[src/rtl/register_file_dumper.sv]
// Walks every register index through the register file's async read port and
// streams each word out over valid/ready. Optional trailer word: DUMP_CHECKSUM_EN.
module register_file_dumper #(
  parameter int NUM_OF_SETS    = 32,
  parameter int DATA_BUS_WIDTH = 32,
  localparam int AW = (NUM_OF_SETS > 1) ? $clog2(NUM_OF_SETS) : 1
) (
  input  logic                      clk,
  input  logic                      rst,
  input  logic                      start,
  output logic                      busy,
  output logic                      done,
  output logic [AW-1:0]             rf_rd_addr,
  input  logic [DATA_BUS_WIDTH-1:0] rf_rd_data,
  output logic                      out_valid,
  input  logic                      out_ready,
  output logic [DATA_BUS_WIDTH-1:0] out_data,
  output logic [AW-1:0]             out_addr,
  output logic                      out_last,
  output logic [2:0]                dbg_state
);

  // Output stream: a word transfers on a rising clk edge where out_valid and
  // out_ready are both 1; while out_valid=1 and out_ready=0, out_data, out_addr
  // and out_last stay stable; out_ready is ignored while out_valid=0.

  typedef enum logic [2:0] {
    IDLE = 3'd0,
    READ = 3'd1,
    SEND = 3'd2,
`ifdef DUMP_CHECKSUM_EN
    CSUM = 3'd4,
`endif
    DONE = 3'd3
  } state_t;

  localparam logic [AW-1:0] LAST_IDX = AW'(NUM_OF_SETS - 1);

  state_t        state_q, state_d;
  logic [AW-1:0] idx;

`ifdef DUMP_CHECKSUM_EN
  logic [DATA_BUS_WIDTH-1:0] csum;
  localparam bit CSUM_EN = 1'b1;
`else
  localparam bit CSUM_EN = 1'b0;
`endif

  always_ff @(posedge clk or negedge rst) begin
    if (!rst) state_q <= IDLE;
    else      state_q <= state_d;
  end

  always_comb begin
    state_d = state_q;
    unique case (state_q)
      IDLE: if (start) state_d = READ;
      READ: state_d = SEND;
      SEND: begin
        if (out_ready) begin
          if (idx == LAST_IDX) begin
`ifdef DUMP_CHECKSUM_EN
            state_d = CSUM;
`else
            state_d = DONE;
`endif
          end else begin
            state_d = READ;
          end
        end
      end
`ifdef DUMP_CHECKSUM_EN
      CSUM: if (out_valid && out_ready) state_d = DONE;
`endif
      DONE: state_d = IDLE;
      default: state_d = IDLE;
    endcase
  end

  always_ff @(posedge clk or negedge rst) begin
    if (!rst) begin
      idx       <= '0;
      out_valid <= 1'b0;
      out_last  <= 1'b0;
      out_data  <= '0;
      out_addr  <= '0;
`ifdef DUMP_CHECKSUM_EN
      csum      <= '0;
`endif
    end else begin
      unique case (state_q)
        IDLE: begin
          if (start) begin
            idx <= '0;
`ifdef DUMP_CHECKSUM_EN
            csum <= '0;
`endif
          end
        end
        // Capture happens here, so a word reflects the register at this edge.
        READ: begin
          out_data  <= rf_rd_data;
          out_addr  <= idx;
          out_valid <= 1'b1;
          out_last  <= (idx == LAST_IDX) && !CSUM_EN;
        end
        SEND: begin
          if (out_ready) begin
            out_valid <= 1'b0;
            out_last  <= 1'b0;
`ifdef DUMP_CHECKSUM_EN
            csum <= csum ^ out_data;
`endif
            if (idx != LAST_IDX) idx <= idx + AW'(1);
          end
        end
`ifdef DUMP_CHECKSUM_EN
        CSUM: begin
          if (!out_valid) begin
            out_data  <= csum;
            out_addr  <= '0;
            out_last  <= 1'b1;
            out_valid <= 1'b1;
          end else if (out_ready) begin
            out_valid <= 1'b0;
            out_last  <= 1'b0;
          end
        end
`endif
        default: ;
      endcase
    end
  end

  assign rf_rd_addr = (state_q == IDLE) ? '0 : idx;
  assign busy       = (state_q != IDLE);
  assign done       = (state_q == DONE);
  assign dbg_state  = state_q;

endmodule

[config.mk]
export PLATFORM = sky130hd
export DESIGN_NAME = register_file_dumper
export DESIGN_NICKNAME = d
export VERILOG_FILES = /design/src/rtl/register_file_dumper.sv
export SDC_FILE = /design/constraint.sdc
export NUM_CORES = 1
export LEC_CHECK = 0
export CAP_MARGIN = 40
export CORE_ASPECT_RATIO = 1.25
export CORE_MARGIN = 3
export CORE_UTILIZATION = 42
export DETAILED_ROUTE_END_ITERATION = 12
export GPL_ROUTABILITY_DRIVEN = 1
export PLACE_DENSITY = 0.8
export SYNTH_ARGS = -nofsm -noshare
export SYNTH_HDL_FRONTEND = slang
export SYNTH_SLANG_ARGS = --single-unit
[constraint.sdc]
create_clock -name clk -period 2.75 [get_ports clk]
set_clock_uncertainty 0.15 [all_clocks]
set_input_delay 0.825 -clock clk [delete_from_list [all_inputs] [get_ports clk]]
set_output_delay 0.825 -clock clk [all_outputs]
set_load 0.01 [all_outputs]
---- After elaboration in Yosys (flattened, before gate mapping) ----
Index checks and enable logic that the tools add are counted.
storage, ports and cells
  register bits ........................... 47
cells by class
  add/subtract/negate cells ............... 1
  equality and inequality tests ........... 8
  muxes and demuxes ....................... 12
  reduce and logical (&&, ||, !) cells .... 7
operators with widths
  cell                 number
  $mux 5               4
  $pmux 5 s2           1
  $pmux 3 s3           1
  $eq 3x2->1 const B   2
  $mux 3               2
  $ne 2x2->1 const B   3
  $add 5x1->5 const B  1
  $eq 5x5->1 const B   1
  $ne 5x5->1 const B   1
  $pmux 1 s2           2
  $reduce_and 2->1     2
  $reduce_and 4->1     1
  $reduce_bool 2->1    2
  $eq 3x1->1 const B   1
  $logic_not 3->1      1
  $reduce_bool 3->1    1
  $mux 2               1
  $mux 1               1

---- Logic depth before layout (Yosys ltp) ----
Gate-level depths: netlist (run 1).
  depth after elaboration ................. 4
  depth in mapped cells ................... 6

---- Worst setup path before layout (run 1) ----
No wires, ideal clock.
  path type ............................... register to register
  from .................................... reg idx[0]
  to ...................................... reg idx[0]
  setup time .............................. 125 ps
  arrival time ............................ 1,788 ps
  required time ........................... 2,475 ps
  slack ................................... 687 ps
  cell stages (with the launch flop) ...... 7
  path through ............................ dfrtp_1 -> ha_1 -> and3_1 -> ha_1 -> nor4bb_4 -> o21bai_4 -> mux2_4
between the ends
  word-level cells in the longest chain between the ends .. 4
RTL lines
  item                    line  RTL
  start, declared         40    logic [AW-1:0] idx;
  start signal, assigned  114   if (idx != LAST_IDX) idx <= idx + AW'(1);
  $add 5x1->5             114
  $mux 5                  114
  $mux 5                  108   if (out_ready) begin
  $pmux 5 s2              91    unique case (state_q)
Parallel ways exist; a longest one is shown, timed or not. The select of a mux whose other input is x is not followed.
A chain may end at the register's enable or synchronous reset.

---- Worst setup path after layout (run 1) ----
  from .................................... reg state_q[0], in the netlist dbg_state[0]
  to ...................................... out rf_rd_addr[4]
between the ends
  word-level cells in the longest chain between the ends .. 2
RTL lines
  item                    line  RTL
  start, declared         39    state_t state_q, state_d;
  start signal, assigned  51    else state_q <= state_d;
  $logic_not 3->1         135   assign rf_rd_addr = (state_q == IDLE) ? '0 : idx;
  $mux 5                  135
  end, declared           13    output logic [AW-1:0] rf_rd_addr,
Every way passes these cells.

==> flow_summary.json, run 1 <==
{
  "min_path_type": "reg -> reg",
  "synth-seq-area-share": 0.591,
  "yosysMostFrequentCell": "nand2_1",
  "cpLargestDelayFamily": "buffers and inverters",
  "start_util": 0.440,
  "drtIter0Drc": 79,
  "synth_seq_cells": 46,
  "drt-wirelength-per-cell_um": 12.1,
  "cp.arrival_ps": 1630,
  "fin_crit_sh": 0.949,
  "hold_viol": 0,
  "avgSynthCellArea_um2": 9.14,
  "status": "finished clean",
  "peakVddDrop_v": 0.000597,
  "ff2ff_path_depth": 6,
  "ctsResizeCount": 0,
  "r2r-start": "idx[0]$_DFFE_PN0P_",
  "leakagePower_uw": 0.00142,
  "antenna_left": 0,
  "synth_area_leaders": "dfrtp_1 (59%), nand2_1 (21%), mux2_4 (2.3%), buf_2 (1.8%), nor2b_1 (1.6%)",
  "grt_max_degree": 47,
  "critPathCaptureType": "primary output",
  "whs_path_depth": 2,
  "synth-edff-count": 0,
  "crit_type": "reg -> out",
  "setup_tns_ps": 0,
  "timing.rr.end": "idx[0]$_DFFE_PN0P_",
  "post_cts_buffers": 0,
  "dpl.cell_count": 348,
  "cp_num_buf_inv": 1,
  "ys_types": 24,
  "syn_nets": 251,
  "cts_sinks": 46,
  "yosysWarnings": 0,
  "min_period_ps": 2610,
  "gr-total-overflow": 0,
  "final_cell_area_um2": 2940,
  "startpoint_type": "flop",
  "utilization": 0.664,
  "tightest_slew_ps": 560,
  "ys_async_sr_fraction": 1.00,
  "drc": 0,
  "first_pass_iters": 4,
  "max-cap-violations": 0,
  "antenna_found_initial": 0,
  "hold_end": "out_data[21]$_DFFE_PN0P_",
  "hpwl_um": 3180,
  "finalWirelength_um": 4310,
  "synth_top_area_frac": 0.591,
  "vias": 1634,
  "cts_made_buffers": 5,
  "netlist_instances": 213,
  "hold_start": "out_data[21]$_DFFE_PN0P_",
  "ctsRootBufferMaster": "clkbuf_8",
  "die_h_um": 82.1,
  "clockBufferDepth": 2,
  "p_per_area_nw_per_um2": 1080,
  "netlist_area_um2": 1950,
  "drive_gt1_frac": 0.0705,
  "clk_pin_slew_ps": 80,
  "die_area_um2": 5490,
  "setup_viol": 0,
  "viasPerCell": 4.59,
  "synth_top_area_cell": "dfrtp_1",
  "clk_latency_ps": 290,
  "netlist_top_cells_count": "nand2_1 (109), dfrtp_1 (46), buf_2 (7), inv_1 (7), nor2_1 (7)",
  "rsz0062_at_grt": "no",
  "cts-hold-fix-buffers": 0,
  "htreeDepth": 2,
  "die_w_um": 66.9,
  "num_rows": 27,
  "worst-r2r-setup-slack_ps": 520,
  "grt_pass1_vias": 1496,
  "placed_cell_area_um2": 2830,
  "cts_tree": "done",
  "startpoint": "dbg_state[0]$_DFFE_PN0P_",
  "path_max_fanout": 6,
  "final_nets": 335,
  "slowest_delay_ps": 490,
  "core_area_um2": 4430,
  "required_ps": 1780,
  "n_antenna_cell": 0,
  "gr-usage-all-layers": 0.159,
  "finalMaxSlewViolations": 0,
  "critical_path.cell_chain": "nor2_1 > nor2b_1 > clkdlybuf4s50_1",
  "fmax_ghz": 0.383,
  "portBuffers": 83,
  "slew_headroom": 0.627,
  "stdcell_count": 356,
  "synth_ff_type": "dfrtp_1",
  "syn_to_final_growth_pct": 50.9,
  "cp_slowest_cell": "clkdlybuf4s50_1",
  "routabilityCongestion": 0.727,
  "ios": 85,
  "grt_pass1_wl_um": 6740
}
-- flip-flops by register name, indices dropped and copies added, names as in the netlist --
signal and count:
out_valid 1, out_data 32, idx 5, out_last 1, dbg_state 2, out_addr 5
-- cell type report --
cell class | count | area, um2
Fill cell | 386 | 1490
Clock buffer | 6 | 72.6
Tap cell | 58 | 72.6
Multi-Input combinational cell | 148 | 707
Inverter | 7 | 26.3
Clock inverter | 2 | 37.5
Timing Repair Buffer | 89 | 871
Sequential cell | 46 | 1150
-- cell families after synthesis --
| kind of cell | count (synthesis) | share of synthesized area |
|---|---|---|
| compound gates | 11 | 0.0386 |
| fa+ha+maj | 2 | 0.0129 |
| buf+inv | 19 | 0.0469 |
| mux | 4 | 0.0289 |
| simple gates | 130 | 0.280 |
| flops | 46 | 0.591 |
| other cells | 1 | 0.00193 |
-- metrics by stage --
step / hold slack [ps] / power [uW] / setup slack (ps)
global placement: 307 / 2680 / 322
detailed placement: 313 / 2720 / 260
floorplan: 331 / 1900 / 687
finish: 330 / 3170 / 141
global route: 350 / 3410 / 53.2
CTS: 334 / 3220 / 122
-- cell usage in the layout, fill, tap and decap left out, types with 2 or more instances in the layout --
cell type | Yosys | final
a21oi_1 | 4 | 4
and3_1 | 2 | 2
buf_4 | 1 | 6
clkbuf_8 | 0 | 5
clkdlybuf4s50_1 | 0 | 82
dfrtp_1 | 46 | 46
ha_1 | 2 | 2
inv_1 | 7 | 7
mux2_4 | 3 | 3
nand2_1 | 109 | 109
nand2b_1 | 3 | 3
nor2_1 | 7 | 7
nor2b_1 | 5 | 4
o21ai_0 | 3 | 3
o22ai_1 | 2 | 2
-- report_power, final --
part | switching [uW] | leakage (uW) | internal [uW]
clock network | 215 | 0.0000514 | 271
registers | 164 | 0.000580 | 976
logic | 730 | 0.000789 | 813
total | 1110 | 0.00142 | 2060
-- how the worst max path moves through the flow --
stage / endpoint / slack (ps) / cells after the start
after floorplan: idx[0]$_DFFE_PN0P_ / 690 / 6
after global placement: idx[4]$_DFFE_PN0P_ / 320 / 4
after detailed placement: idx[0]$_DFFE_PN0P_ / 260 / 4
after CTS: rf_rd_addr[4] / 120 / 3
after global routing: rf_rd_addr[0] / 50 / 3
final: rf_rd_addr[4] / 140 / 3
-- per-layer routing --
metal,vias to the layer above,routed length (um),track usage
met4,0,42,0.0487
met3,6,381,0.0514
met5,-,0,0
met2,62,2130,0.276
li1,822,-,-
met1,744,1760,0.187
-- worst reg2reg max path: cells and delay by family (launching register included) --
kind | cells | cell delay (ps)
fa+ha+maj | 2 | 510
simple gates | 2 | 490
flops | 1 | 440
mux | 1 | 320
compound gates | 1 | 210
Note: power is estimated with default switching activity, not from simulation.
==> inputs of run 2 (changes only) <==
--- a/config.mk
+++ b/config.mk
@@ -6,5 +6,5 @@
 export NUM_CORES = 1
 export LEC_CHECK = 0
-export CAP_MARGIN = 40
+export CAP_MARGIN = 20
 export CORE_ASPECT_RATIO = 1.25
 export CORE_MARGIN = 3
==> constraint.sdc (replaced) <==
create_clock -name clk -period 2.6 [get_ports clk]
set_clock_uncertainty 0.15 [all_clocks]
set_input_delay 0.26 -clock clk [delete_from_list [all_inputs] [get_ports clk]]
set_output_delay 0.26 -clock clk [all_outputs]
set_load 0.01 [all_outputs]
==> flow_summary.json, run 2 (synthesized netlist as in run 1, its figures left out) <==
{
  "status": "finished with violations",
  "violations": "hold timing",
  "ctsResizeCount": 0,
  "first_pass_iters": 4,
  "cts_made_buffers": 5,
  "critPathCaptureType": "primary output",
  "gr-usage-all-layers": 0.170,
  "utilization": 0.657,
  "final_nets": 333,
  "finalMaxSlewViolations": 0,
  "largest_reg_flops": 32,
  "required_ps": 2190,
  "holdWs_ps": -26.1,
  "clk_latency_ps": 290,
  "p_int_uw": 2090,
  "fin_crit_sh": 0.876,
  "critical_path.cell_chain": "nor2_1 > nor2b_1 > clkdlybuf4s50_1",
  "hold_viol": 46,
  "startpoint_type": "flop",
  "drive_gt1_frac": 0.0676,
  "drt-met1-wl_um": 1790,
  "top_register": "out_data",
  "drt-wirelength-per-cell_um": 12.4,
  "cp_slowest_cell": "dfrtp_1",
  "mostFrequentLayoutCell": "nand2_1",
  "cts_sinks": 46,
  "clk_pin_slew_ps": 80,
  "placed_cell_area_um2": 2810,
  "peakVddDrop_v": 0.000665,
  "ff2ff_path_depth": 6,
  "p_seq_frac": 0.383,
  "n_antenna_cell": 0,
  "htreeDepth": 2,
  "finalWirelength_um": 4380,
  "route.met3.wl_um": 350,
  "vias": 1652,
  "rsz0062_at_grt": "no",
  "top_layer_used": "met4",
  "cts_tree": "done",
  "die_area_um2": 5490,
  "wl_met2_um": 2200,
  "die_h_um": 82.1,
  "p_comb_frac": 0.483,
  "fmax_ghz": 0.439,
  "ctsRootBufferMaster": "clkbuf_8",
  "cp.arrival_ps": 1870,
  "start_util": 0.440,
  "die_w_um": 66.9,
  "swShare": 0.360,
  "viasPerCell": 4.67,
  "setup_tns_ps": 0,
  "final_cell_area_um2": 2910,
  "portBuffers": 83,
  "gr-total-overflow": 0,
  "final_cell_mix": "nand2_1 (109), clkdlybuf4s50_1 (82), dfrtp_1 (46)",
  "drtIter0Drc": 94,
  "max-cap-violations": 0,
  "ios": 85,
  "post_cts_buffers": 0,
  "antenna_found_initial": 0,
  "slew_headroom": 0.354,
  "num_rows": 27,
  "hpwl_um": 3240,
  "tightest_slew_ps": 969,
  "min_path_type": "in -> async",
  "grt_pass1_wl_um": 7130,
  "clockBufferDepth": 2,
  "leakagePower_uw": 0.00141,
  "setup_viol": 0,
  "grt_max_degree": 47,
  "cts-hold-fix-buffers": 0,
  "routabilityCongestion": 0.729,
  "p_per_area_nw_per_um2": 1130,
  "path_max_fanout": 11,
  "slowest_delay_ps": 540,
  "crit_type": "reg -> out",
  "p_sw_uw": 1180,
  "drc": 0,
  "min_period_ps": 2280,
  "antenna_left": 0,
  "reg.largest.list": "out_data x32, idx x5, out_addr x5",
  "p_clk_frac": 0.135,
  "core_area_um2": 4430,
  "grt_pass1_vias": 1601,
  "syn_to_final_growth_pct": 49.4
}
## run 2: cell count changes in the layout (fill, tap and decap cells not counted)
cell | previous run | this run
buf_4 | 6 | 4
bufinv_16 | 1 | 0
clkbuf_1 | 1 | 0
clkbuf_8 | 5 | 6
clkinv_2 | 0 | 1
## run 2: layout make-up
type                    count  area, um2
multi-input cells         148        707
well taps                  58       72.6
inverters                   7       26.3
repair buffers             87        856
clock buffers               6       82.6
flip-flops and latches     46       1150
clock inverters             2       12.5
fillers                   381       1520
## run 2: through the flow
stage          hold WS [ps]  std cells  total power (uW)  setup slack [ps]
2_1_floorplan          -186        213              2010               537
3_3_place_gp            307        346              2820               470
3_5_place_dp            312        346              2880               425
4_1_cts                1.62        354              3320               308
5_1_grt                45.1        354              3550               175
6_report              -26.1        354              3270               323
## run 2: metal layers
layer / global-route usage / vias to the layer above
li1: - / 817
met1: 0.202 / 776
met2: 0.293 / 55
met3: 0.0528 / 4
met4: 0.0568 / 0
met5: 0 / -
## run 2: path summary, 6_finish.rpt
path,start,to,slack [ps]
min in group clk,out_data[0]$_DFFE_PN0P_,out_data[0]$_DFFE_PN0P_,330
worst max register to register,idx[0]$_DFFE_PN0P_,idx[1]$_DFFE_PN0P_,410
worst min register to register,out_data[0]$_DFFE_PN0P_,out_data[0]$_DFFE_PN0P_,330
worst max-delay path,dbg_state[0]$_DFFE_PN0P_,rf_rd_addr[4],320
worst min-delay path,rst,out_data[0]$_DFFE_PN0P_,-30
max in group asynchronous,rst,out_data[17]$_DFFE_PN0P_,1740
## run 2: power by group through the flow
stage          logic [uW]  registers, uW  clock network (uW)
3_5_place_dp         1610           1270                   0
2_1_floorplan         658           1350                   0
5_1_grt              1760           1300                 490
3_3_place_gp         1570           1250                   0
4_1_cts              1610           1250                 455
6_report             1580           1250                 441
## run 2: critical path, delay by kind of cell (launching register included)
kind,cells,cell delay [ps]
flip-flops,1,540
AND/OR/NAND/NOR,2,530
buffers and inverters,1,500
